## config.mk

```make
export PLATFORM = sky130hd
export DESIGN_NAME = alu_uart_interface_flat
export DESIGN_NICKNAME = d
export VERILOG_FILES = /design/src/rtl/alu_uart_interface_if.sv /design/src/rtl/alu_uart_interface.sv /design/src/flat_wrapper.sv
export SDC_FILE = /design/constraint.sdc
export NUM_CORES = 1
export LEC_CHECK = 0
export CORE_UTILIZATION = 35
export CTS_CLUSTER_SIZE = 20
export DETAILED_ROUTE_END_ITERATION = 10
export PLACE_DENSITY = 0.66
export SYNTH_ARGS = -nofsm -noshare
export SYNTH_HDL_FRONTEND = slang
export SYNTH_SLANG_ARGS = --single-unit
```

## constraint.sdc

```tcl
create_clock -name i_clk -period 2.7 [get_ports i_clk]
set_input_delay 0.675 -clock i_clk [delete_from_list [all_inputs] [get_ports i_clk]]
set_output_delay 0.675 -clock i_clk [all_outputs]
set_load 0.05 [all_outputs]
```

## src/rtl/alu_uart_interface_if.sv

```systemverilog
// Bundle of the UART byte stream and ALU operand/result signals seen by alu_uart_interface.
// The slave modport is the FSM side; the master modport is the UART/ALU side.
interface alu_uart_interface_if #(
    parameter int NB_DATA    = 8,
    parameter int NB_OP_CODE = 6,
    parameter int NB_BYTE    = 8
) ();
    logic [NB_BYTE-1:0]    i_rx_data;
    logic                  i_rx_done;
    logic [NB_BYTE-1:0]    o_tx_data;
    logic                  o_tx_start;
    logic                  i_tx_done;
    logic [NB_DATA-1:0]    o_data_a;
    logic [NB_DATA-1:0]    o_data_b;
    logic [NB_OP_CODE-1:0] o_op_code;
    logic [NB_DATA-1:0]    i_alu_result;
    logic                  i_alu_zero;
    logic                  i_alu_carry;

    modport slave (
        input  i_rx_data, i_rx_done, i_tx_done, i_alu_result, i_alu_zero, i_alu_carry,
        output o_tx_data, o_tx_start, o_data_a, o_data_b, o_op_code
    );

    modport master (
        output i_rx_data, i_rx_done, i_tx_done, i_alu_result, i_alu_zero, i_alu_carry,
        input  o_tx_data, o_tx_start, o_data_a, o_data_b, o_op_code
    );
endinterface

```

## src/rtl/alu_uart_interface.sv

```systemverilog
// Collects A, B and opcode bytes from the UART receiver onto the ALU inputs, then sends
// the ALU result byte followed by a {carry, zero} flags byte back through the transmitter.
module alu_uart_interface #(
    parameter int NB_DATA    = 8,
    parameter int NB_OP_CODE = 6,
    parameter int NB_BYTE    = 8
) (
    input  logic                 i_clk,
    input  logic                 i_rst_n,
    alu_uart_interface_if.slave  bus,
    output logic                 o_busy
);
    typedef enum logic [2:0] {
        WAIT_A,
        WAIT_B,
        WAIT_OP,
        EXEC,
        SEND_RES,
        WAIT_RES,
        SEND_FLG,
        WAIT_FLG
    } state_t;

    state_t                r_state;
    logic [NB_DATA-1:0]    r_data_a;
    logic [NB_DATA-1:0]    r_data_b;
    logic [NB_OP_CODE-1:0] r_op_code;
    logic [NB_BYTE-1:0]    r_tx_data;
    logic                  r_tx_start;
    logic [NB_BYTE-1:0]    r_flags;
    logic                  r_busy;
    logic [NB_BYTE-1:0]    w_result_ext;
    logic [NB_BYTE-1:0]    w_flags_ext;

    always_comb begin
        w_result_ext                = '0;
        w_result_ext[NB_DATA-1:0]   = bus.i_alu_result;
        w_flags_ext                 = '0;
        w_flags_ext[1:0]            = {bus.i_alu_carry, bus.i_alu_zero};
    end

    // The result byte is loaded straight into the tx register on leaving EXEC so that
    // o_tx_data is already valid in the same cycle o_tx_start is raised.
    always_ff @(posedge i_clk or negedge i_rst_n) begin
        if (!i_rst_n) begin
            r_state    <= WAIT_A;
            r_data_a   <= '0;
            r_data_b   <= '0;
            r_op_code  <= '0;
            r_tx_data  <= '0;
            r_tx_start <= 1'b0;
            r_flags    <= '0;
            r_busy     <= 1'b0;
        end else begin
            case (r_state)
                WAIT_A: begin
                    if (bus.i_rx_done) begin
                        r_data_a <= bus.i_rx_data[NB_DATA-1:0];
                        r_busy   <= 1'b1;
                        r_state  <= WAIT_B;
                    end
                end
                WAIT_B: begin
                    if (bus.i_rx_done) begin
                        r_data_b <= bus.i_rx_data[NB_DATA-1:0];
                        r_state  <= WAIT_OP;
                    end
                end
                WAIT_OP: begin
                    if (bus.i_rx_done) begin
                        r_op_code <= bus.i_rx_data[NB_OP_CODE-1:0];
                        r_state   <= EXEC;
                    end
                end
                EXEC: begin
                    r_tx_data  <= w_result_ext;
                    r_flags    <= w_flags_ext;
                    r_tx_start <= 1'b1;
                    r_state    <= SEND_RES;
                end
                SEND_RES: begin
                    r_tx_start <= 1'b0;
                    r_state    <= WAIT_RES;
                end
                WAIT_RES: begin
                    if (bus.i_tx_done) begin
                        r_tx_data  <= r_flags;
                        r_tx_start <= 1'b1;
                        r_state    <= SEND_FLG;
                    end
                end
                SEND_FLG: begin
                    r_tx_start <= 1'b0;
                    r_state    <= WAIT_FLG;
                end
                WAIT_FLG: begin
                    if (bus.i_tx_done) begin
                        r_busy  <= 1'b0;
                        r_state <= WAIT_A;
                    end
                end
                default: begin
                    r_tx_start <= 1'b0;
                    r_busy     <= 1'b0;
                    r_state    <= WAIT_A;
                end
            endcase
        end
    end

    assign bus.o_data_a   = r_data_a;
    assign bus.o_data_b   = r_data_b;
    assign bus.o_op_code  = r_op_code;
    assign bus.o_tx_data  = r_tx_data;
    assign bus.o_tx_start = r_tx_start;
    assign o_busy         = r_busy;
endmodule

```

## src/flat_wrapper.sv

```systemverilog
// flat-port wrapper written by rule: the top's interface ports become plain ports
module alu_uart_interface_flat 
#(
    parameter int NB_DATA    = 8,
    parameter int NB_OP_CODE = 6,
    parameter int NB_BYTE    = 8
)
  (i_clk, i_rst_n, o_busy, bus_i_rx_data, bus_i_rx_done, bus_i_tx_done, bus_i_alu_result, bus_i_alu_zero, bus_i_alu_carry, bus_o_tx_data, bus_o_tx_start, bus_o_data_a, bus_o_data_b, bus_o_op_code);
  alu_uart_interface_if #(.NB_DATA(NB_DATA), .NB_OP_CODE(NB_OP_CODE), .NB_BYTE(NB_BYTE)) bus_i ();
  input  logic i_clk;
  input  logic i_rst_n;
  output logic o_busy;
  input wire logic [$bits(bus_i.i_rx_data)-1:0] bus_i_rx_data;
  input wire logic [$bits(bus_i.i_rx_done)-1:0] bus_i_rx_done;
  input wire logic [$bits(bus_i.i_tx_done)-1:0] bus_i_tx_done;
  input wire logic [$bits(bus_i.i_alu_result)-1:0] bus_i_alu_result;
  input wire logic [$bits(bus_i.i_alu_zero)-1:0] bus_i_alu_zero;
  input wire logic [$bits(bus_i.i_alu_carry)-1:0] bus_i_alu_carry;
  output wire logic [$bits(bus_i.o_tx_data)-1:0] bus_o_tx_data;
  output wire logic [$bits(bus_i.o_tx_start)-1:0] bus_o_tx_start;
  output wire logic [$bits(bus_i.o_data_a)-1:0] bus_o_data_a;
  output wire logic [$bits(bus_i.o_data_b)-1:0] bus_o_data_b;
  output wire logic [$bits(bus_i.o_op_code)-1:0] bus_o_op_code;
  assign bus_i.i_rx_data = bus_i_rx_data;
  assign bus_i.i_rx_done = bus_i_rx_done;
  assign bus_i.i_tx_done = bus_i_tx_done;
  assign bus_i.i_alu_result = bus_i_alu_result;
  assign bus_i.i_alu_zero = bus_i_alu_zero;
  assign bus_i.i_alu_carry = bus_i_alu_carry;
  assign bus_o_tx_data = bus_i.o_tx_data;
  assign bus_o_tx_start = bus_i.o_tx_start;
  assign bus_o_data_a = bus_i.o_data_a;
  assign bus_o_data_b = bus_i.o_data_b;
  assign bus_o_op_code = bus_i.o_op_code;
  alu_uart_interface #(.NB_DATA(NB_DATA), .NB_OP_CODE(NB_OP_CODE), .NB_BYTE(NB_BYTE)) u_core (.i_clk(i_clk), .i_rst_n(i_rst_n), .bus(bus_i), .o_busy(o_busy));
endmodule
```

==> results of run 1 <==
## cell usage after synthesis, types with 2 or more instances
cell type | instances | area share (%)
nand2b_1 | 3 | 1.2
o21ai_0 | 7 | 2.2
nand2_1 | 3 | 0.71
a2bb2oi_1 | 6 | 3.3
mux2_4 | 2 | 1.9
buf_2 | 2 | 0.64
dfrtp_1 | 37 | 59
nand3b_1 | 2 | 0.95
buf_6 | 3 | 2.1
mux2_2 | 27 | 19
## per-stage QoR
stage / instances / cell area, sq um
after global routing: 216 / 2220
final: 216 / 2220
after global placement: 208 / 2130
after CTS: 216 / 2220
after detailed placement: 208 / 2130
after floorplan: 107 / 1580
## flip-flops by register name, indices dropped and copies added (netlist names)
signal,count
u_core.bus.o_tx_start,1
u_core.o_busy,1
u_core.r_state,3
u_core.bus.o_op_code,6
u_core.bus.o_data_a,8
u_core.bus.o_data_b,8
u_core.r_flags,2
u_core.bus.o_tx_data,8
## worst paths after layout
| check | depth (start not counted) | from | to |
|---|---|---|---|
| worst max-delay path | 1 | u_core.o_busy$_DFFE_PN0P_ | o_busy |
| worst min-delay path | 1 | u_core.bus.o_data_a[4]$_DFFE_PN0P_ | u_core.bus.o_data_a[4]$_DFFE_PN0P_ |
| worst max register to register | 3 | u_core.r_state[2]$_DFFE_PN0P_ | u_core.bus.o_op_code[0]$_DFFE_PN0P_ |
| worst min register to register | 1 | u_core.bus.o_data_a[4]$_DFFE_PN0P_ | u_core.bus.o_data_a[4]$_DFFE_PN0P_ |
| max in group asynchronous | 2 | i_rst_n | u_core.bus.o_tx_data[0]$_DFFE_PN0P_ |
| min in group asynchronous | 2 | i_rst_n | u_core.bus.o_tx_data[3]$_DFFE_PN0P_ |
## metal layers
layer  vias to the layer above  part of all wire (%)
li1                        501                     -
met1                       517                    45
met2                        48                    45
met3                         3                   8.4
met5                         -                     0
met4                         0                   1.1
## worst reg2reg max path, delay by kind of cell, from the launching register on
family,cells,cell delay [ns]
AND/OR/NAND/NOR,2,0.77
flip-flops,1,0.48
multiplexers,1,0.38
## layout make-up
class / instances / area [sq um] / area share [%]
Inverter: 2 / 7.51 / 0.339
Clock inverter: 2 / 10.0 / 0.451
Timing Repair Buffer: 54 / 538 / 24.3
Clock buffer: 6 / 72.6 / 3.27
Sequential cell: 37 / 926 / 41.8
Tap cell: 52 / 65.1 / 2.93
Multi-Input combinational cell: 63 / 598 / 27.0
## logic make-up after synthesis
logic type	after synthesis	share of synthesized area (%)
mux	29	21.2
flops	37	58.8
compound gates	20	9.37
buf+inv	7	3.26
simple gates	14	7.39
==> reports/qor.yml, run 1 <==
wl_per_cell_um: 15.4
fin_crit_ns: 2.16
ys_ff_latch: 37
hold_path.class: "register to register"
drt_iter0_drc: 53
crit_path_start_kind: "register"
fin_nets: 185
syn_nets: 129
grt_pass1_vias: 1168
cts_tree: "yes"
busiest_layer: "met2"
dpl_worst_slack_ns: 0.348
core_area_sq_um: 4350
syn_area_sq_um: 1580
synth_edf_count: 0
final_common_cell: "clkdlybuf4s50_1"
yosysWarnings: 0
clock-sinks: 37
ys_types: 25
portBuffers: 53
cts_buffers: 5
crit_path_max_incr_delay_ns: 0.82
ant_nets: 0
synth_seq_area_share_pct: 58.8
timing.final.crit_share_pct: 80.0
worst_pin_slew_ns: 0.601
synthArstFlopShare_pct: 100
ctsRootBufferMaster: "clkbuf_8"
grt_max_degree: 38
cts_resized: 0
viasPerCell: 4.95
arrival_ns: 1.49
clockBufferDepth: 2
grt_pass1_wl_mm: 5.87
ys.flop_type: "dfrtp_1"
path_max_fanout: 3
die_y_um: 69.1
critPathCaptureType: "output port"
grt_use_total_pct: 15.6
overflow: 0
drive_gt1_share_pct: 26.8
final.fill_count: 377
cts_hold_buf: 0
finalSetupTns_ns: 0
areaGrowthSynthToFinish_pct: 40.7
insertion_delay_ns: 0.28
critPathBufInv: 1
dr_total_vias: 1069
place.gp.congestion: 0.719
post_cts_buffers: 0
reg2reg_slack_ns: 0.95
timing.final.ws_setup_ns: 0.539
layout_common_cells: "clkdlybuf4s50_1, dfrtp_1, mux2_2"
die_x_um: 69.1
drc: 0
io_pins: 54
setup_violations: 0
critPathSlowestCell: "clkdlybuf4s50_1"
rsz0062_at_grt: "false"
required_ns: 2.03
path_delay_family: "buffers and inverters"
synthCells: 107
maxCapViolations: 0
hpwl_mm: 2.42
maxSlewViolCount: 0
row_count: 24
clock_skew_ns: 0.00603
fmax_mhz: 463
slew_headroom_pct: 59.9
path_cells: "clkdlybuf4s50_1"
diodes: 0
start_util_pct: 36.2
final_util_pct: 50.9
antenna_found_initial: 0
hold_viol: 0
status: "complete, no violations"
path_clk_slew_ns: 0.07
met2_usage_pct: 22.7
grt_use_met1_pct: 20.9
wirelength_mm: 3.33
timing.hold.ws_ns: 0.508
met3_usage_pct: 5.99
die_area_sq_um: 4770
drt_pass1_iterations: 2
synth.avg_cell_area_sq_um: 14.7
crit_type: "register to output port"
htreeDepth: 2
Power of run 1 is not shown: default switching activity piles up to over one toggle a cycle in this logic, so the estimate is an artifact.
==> run 2: changes to the inputs <==
==> constraint.sdc (replaced) <==
create_clock -name i_clk -period 2.25 [get_ports i_clk]
set_input_delay 0.5625 -clock i_clk [delete_from_list [all_inputs] [get_ports i_clk]]
set_output_delay 0.5625 -clock i_clk [all_outputs]
set_load 0.05 [all_outputs]
==> run 2 against run 1 <==
Net effect:
- worst setup slack worse by 0.33 ns
- first-iteration DRC count down 53%
- cell area up 4.1%
- die area unchanged
- via count down 0.37%
- worst hold slack worse by 0.0021 ns
- sequential share of layout area down 1.7 points
- routed wire length down 3.7%
- final cell count up 0.93%
- critical path depth unchanged
==> reports/qor.yml, run 2 (synthesis results as in run 1) <==
status: "complete, no violations"
path_delay_family: "buffers and inverters"
crit_type: "register to output port"
drt_pass1_iterations: 3
cts_resized: 0
instances_no_fill: 218
dr_total_vias: 1065
hold_viol: 0
cts_hold_buf: 0
drc: 0
path_clk_slew_ns: 0.07
maxCapViolations: 0
final.fill_count: 360
final_common_cell: "clkdlybuf4s50_1"
min_from: "u_core.bus.o_op_code[3]$_DFFE_PN0P_"
timing.final.crit_share_pct: 90.5
grt_use_total_pct: 14.8
whs_path_depth: 1
portBuffers: 53
ant_nets: 0
drt_iter0_drc: 25
die_x_um: 69.1
grt_pass1_vias: 1150
areaGrowthSynthToFinish_pct: 46.5
min_to: "u_core.bus.o_op_code[3]$_DFFE_PN0P_"
clock-sinks: 37
antenna_found_initial: 0
place.gp.congestion: 0.726
critPathBufInv: 1
hpwl_mm: 2.31
reg2reg_slack_ns: 0.54
clockBufferDepth: 2
grt_max_degree: 38
viasPerCell: 4.89
grt_pass1_wl_mm: 5.55
die_area_sq_um: 4770
critPathSlowestCell: "clkdlybuf4s50_1"
ctsRootBufferMaster: "clkbuf_8"
setup_violations: 0
cts_buffers: 5
reg2reg_from: "u_core.r_state[2]$_DFFE_PN0P_"
final_util_pct: 53.0
wl_per_cell_um: 14.7
drive_gt1_share_pct: 28.3
maxSlewViolCount: 0
slew_headroom_pct: 59.7
row_count: 24
post_cts_buffers: 0
overflow: 0
hold_path.class: "register to register"
start_util_pct: 36.2
diodes: 0
path_max_fanout: 3
arrival_ns: 1.47
die_y_um: 69.1
rr_endpoint: "u_core.bus.o_op_code[4]$_DFFE_PN0P_"
wirelength_mm: 3.20
placedCellCount: 210
crit_path_max_incr_delay_ns: 0.82
htreeDepth: 2
clock_skew_ns: 0.00328
finalSetupTns_ns: 0
required_ns: 1.69
io_pins: 54
fin_crit_ns: 2.04
crit_path_start_kind: "register"
cts_tree: "yes"
critPathCaptureType: "output port"
worst_pin_slew_ns: 0.604
fin_nets: 187
reg2reg_depth: 3
layout_common_cells: "clkdlybuf4s50_1, dfrtp_1, mux2_2"
rsz0062_at_grt: "false"
core_area_sq_um: 4350
path_cells: "clkdlybuf4s50_1"
fmax_mhz: 491
insertion_delay_ns: 0.28
==> run 2: changes by cell type in the layout (fill, tap and decap cells not counted), sizes merged <==
| cell | previous run | this run |
|---|---|---|
| buf | 1 | 3 |
| clkinv | 2 | 1 |
| bufinv | 0 | 2 |
| clkbuf | 6 | 5 |
==> run 2: area by class of cell <==
type	instances	area [sq um]	area share (%)
Sequential cell	37	926	40.1
Multi-Input combinational cell	63	598	25.9
Timing Repair Buffer	56	578	25.0
Clock buffer	5	68.8	2.98
Clock inverter	3	65.1	2.82
Tap cell	52	65.1	2.82
Inverter	2	7.51	0.325
==> run 2: per-layer routing <==
layer	vias to the layer above	routed length [um]	GRT usage [%]
li1	498	-	-
met1	518	1410	18.2
met2	47	1470	22.9
met3	2	303	7.31
met4	0	14	4.08
met5	-	0	0
==> run 2: worst max-delay path by stage <==
stage / start / end / slack [ns] / cells after the start
after floorplan: bus_i_rx_done / u_core.bus.o_op_code[0]$_DFFE_PN0P_ / 0.71 / 4
after global placement: bus_i_rx_done / u_core.bus.o_op_code[0]$_DFFE_PN0P_ / 0.12 / 4
after detailed placement: bus_i_rx_done / u_core.bus.o_op_code[2]$_DFFE_PN0P_ / 0.07 / 4
after CTS: u_core.o_busy$_DFFE_PN0P_ / o_busy / 0.20 / 1
after global routing: u_core.o_busy$_DFFE_PN0P_ / o_busy / 0.17 / 1
final: u_core.o_busy$_DFFE_PN0P_ / o_busy / 0.21 / 1
==> run 2: per-stage QoR <==
stage	instance area [sq um]	hold slack, ns	setup slack [ns]
finish	2310	0.506	0.213
global placement	2170	0.489	0.118
floorplan	1580	0.267	0.707
detailed placement	2170	0.495	0.0712
global route	2310	0.522	0.166
CTS	2310	0.514	0.201
Power of run 2 is left out for the same reason.
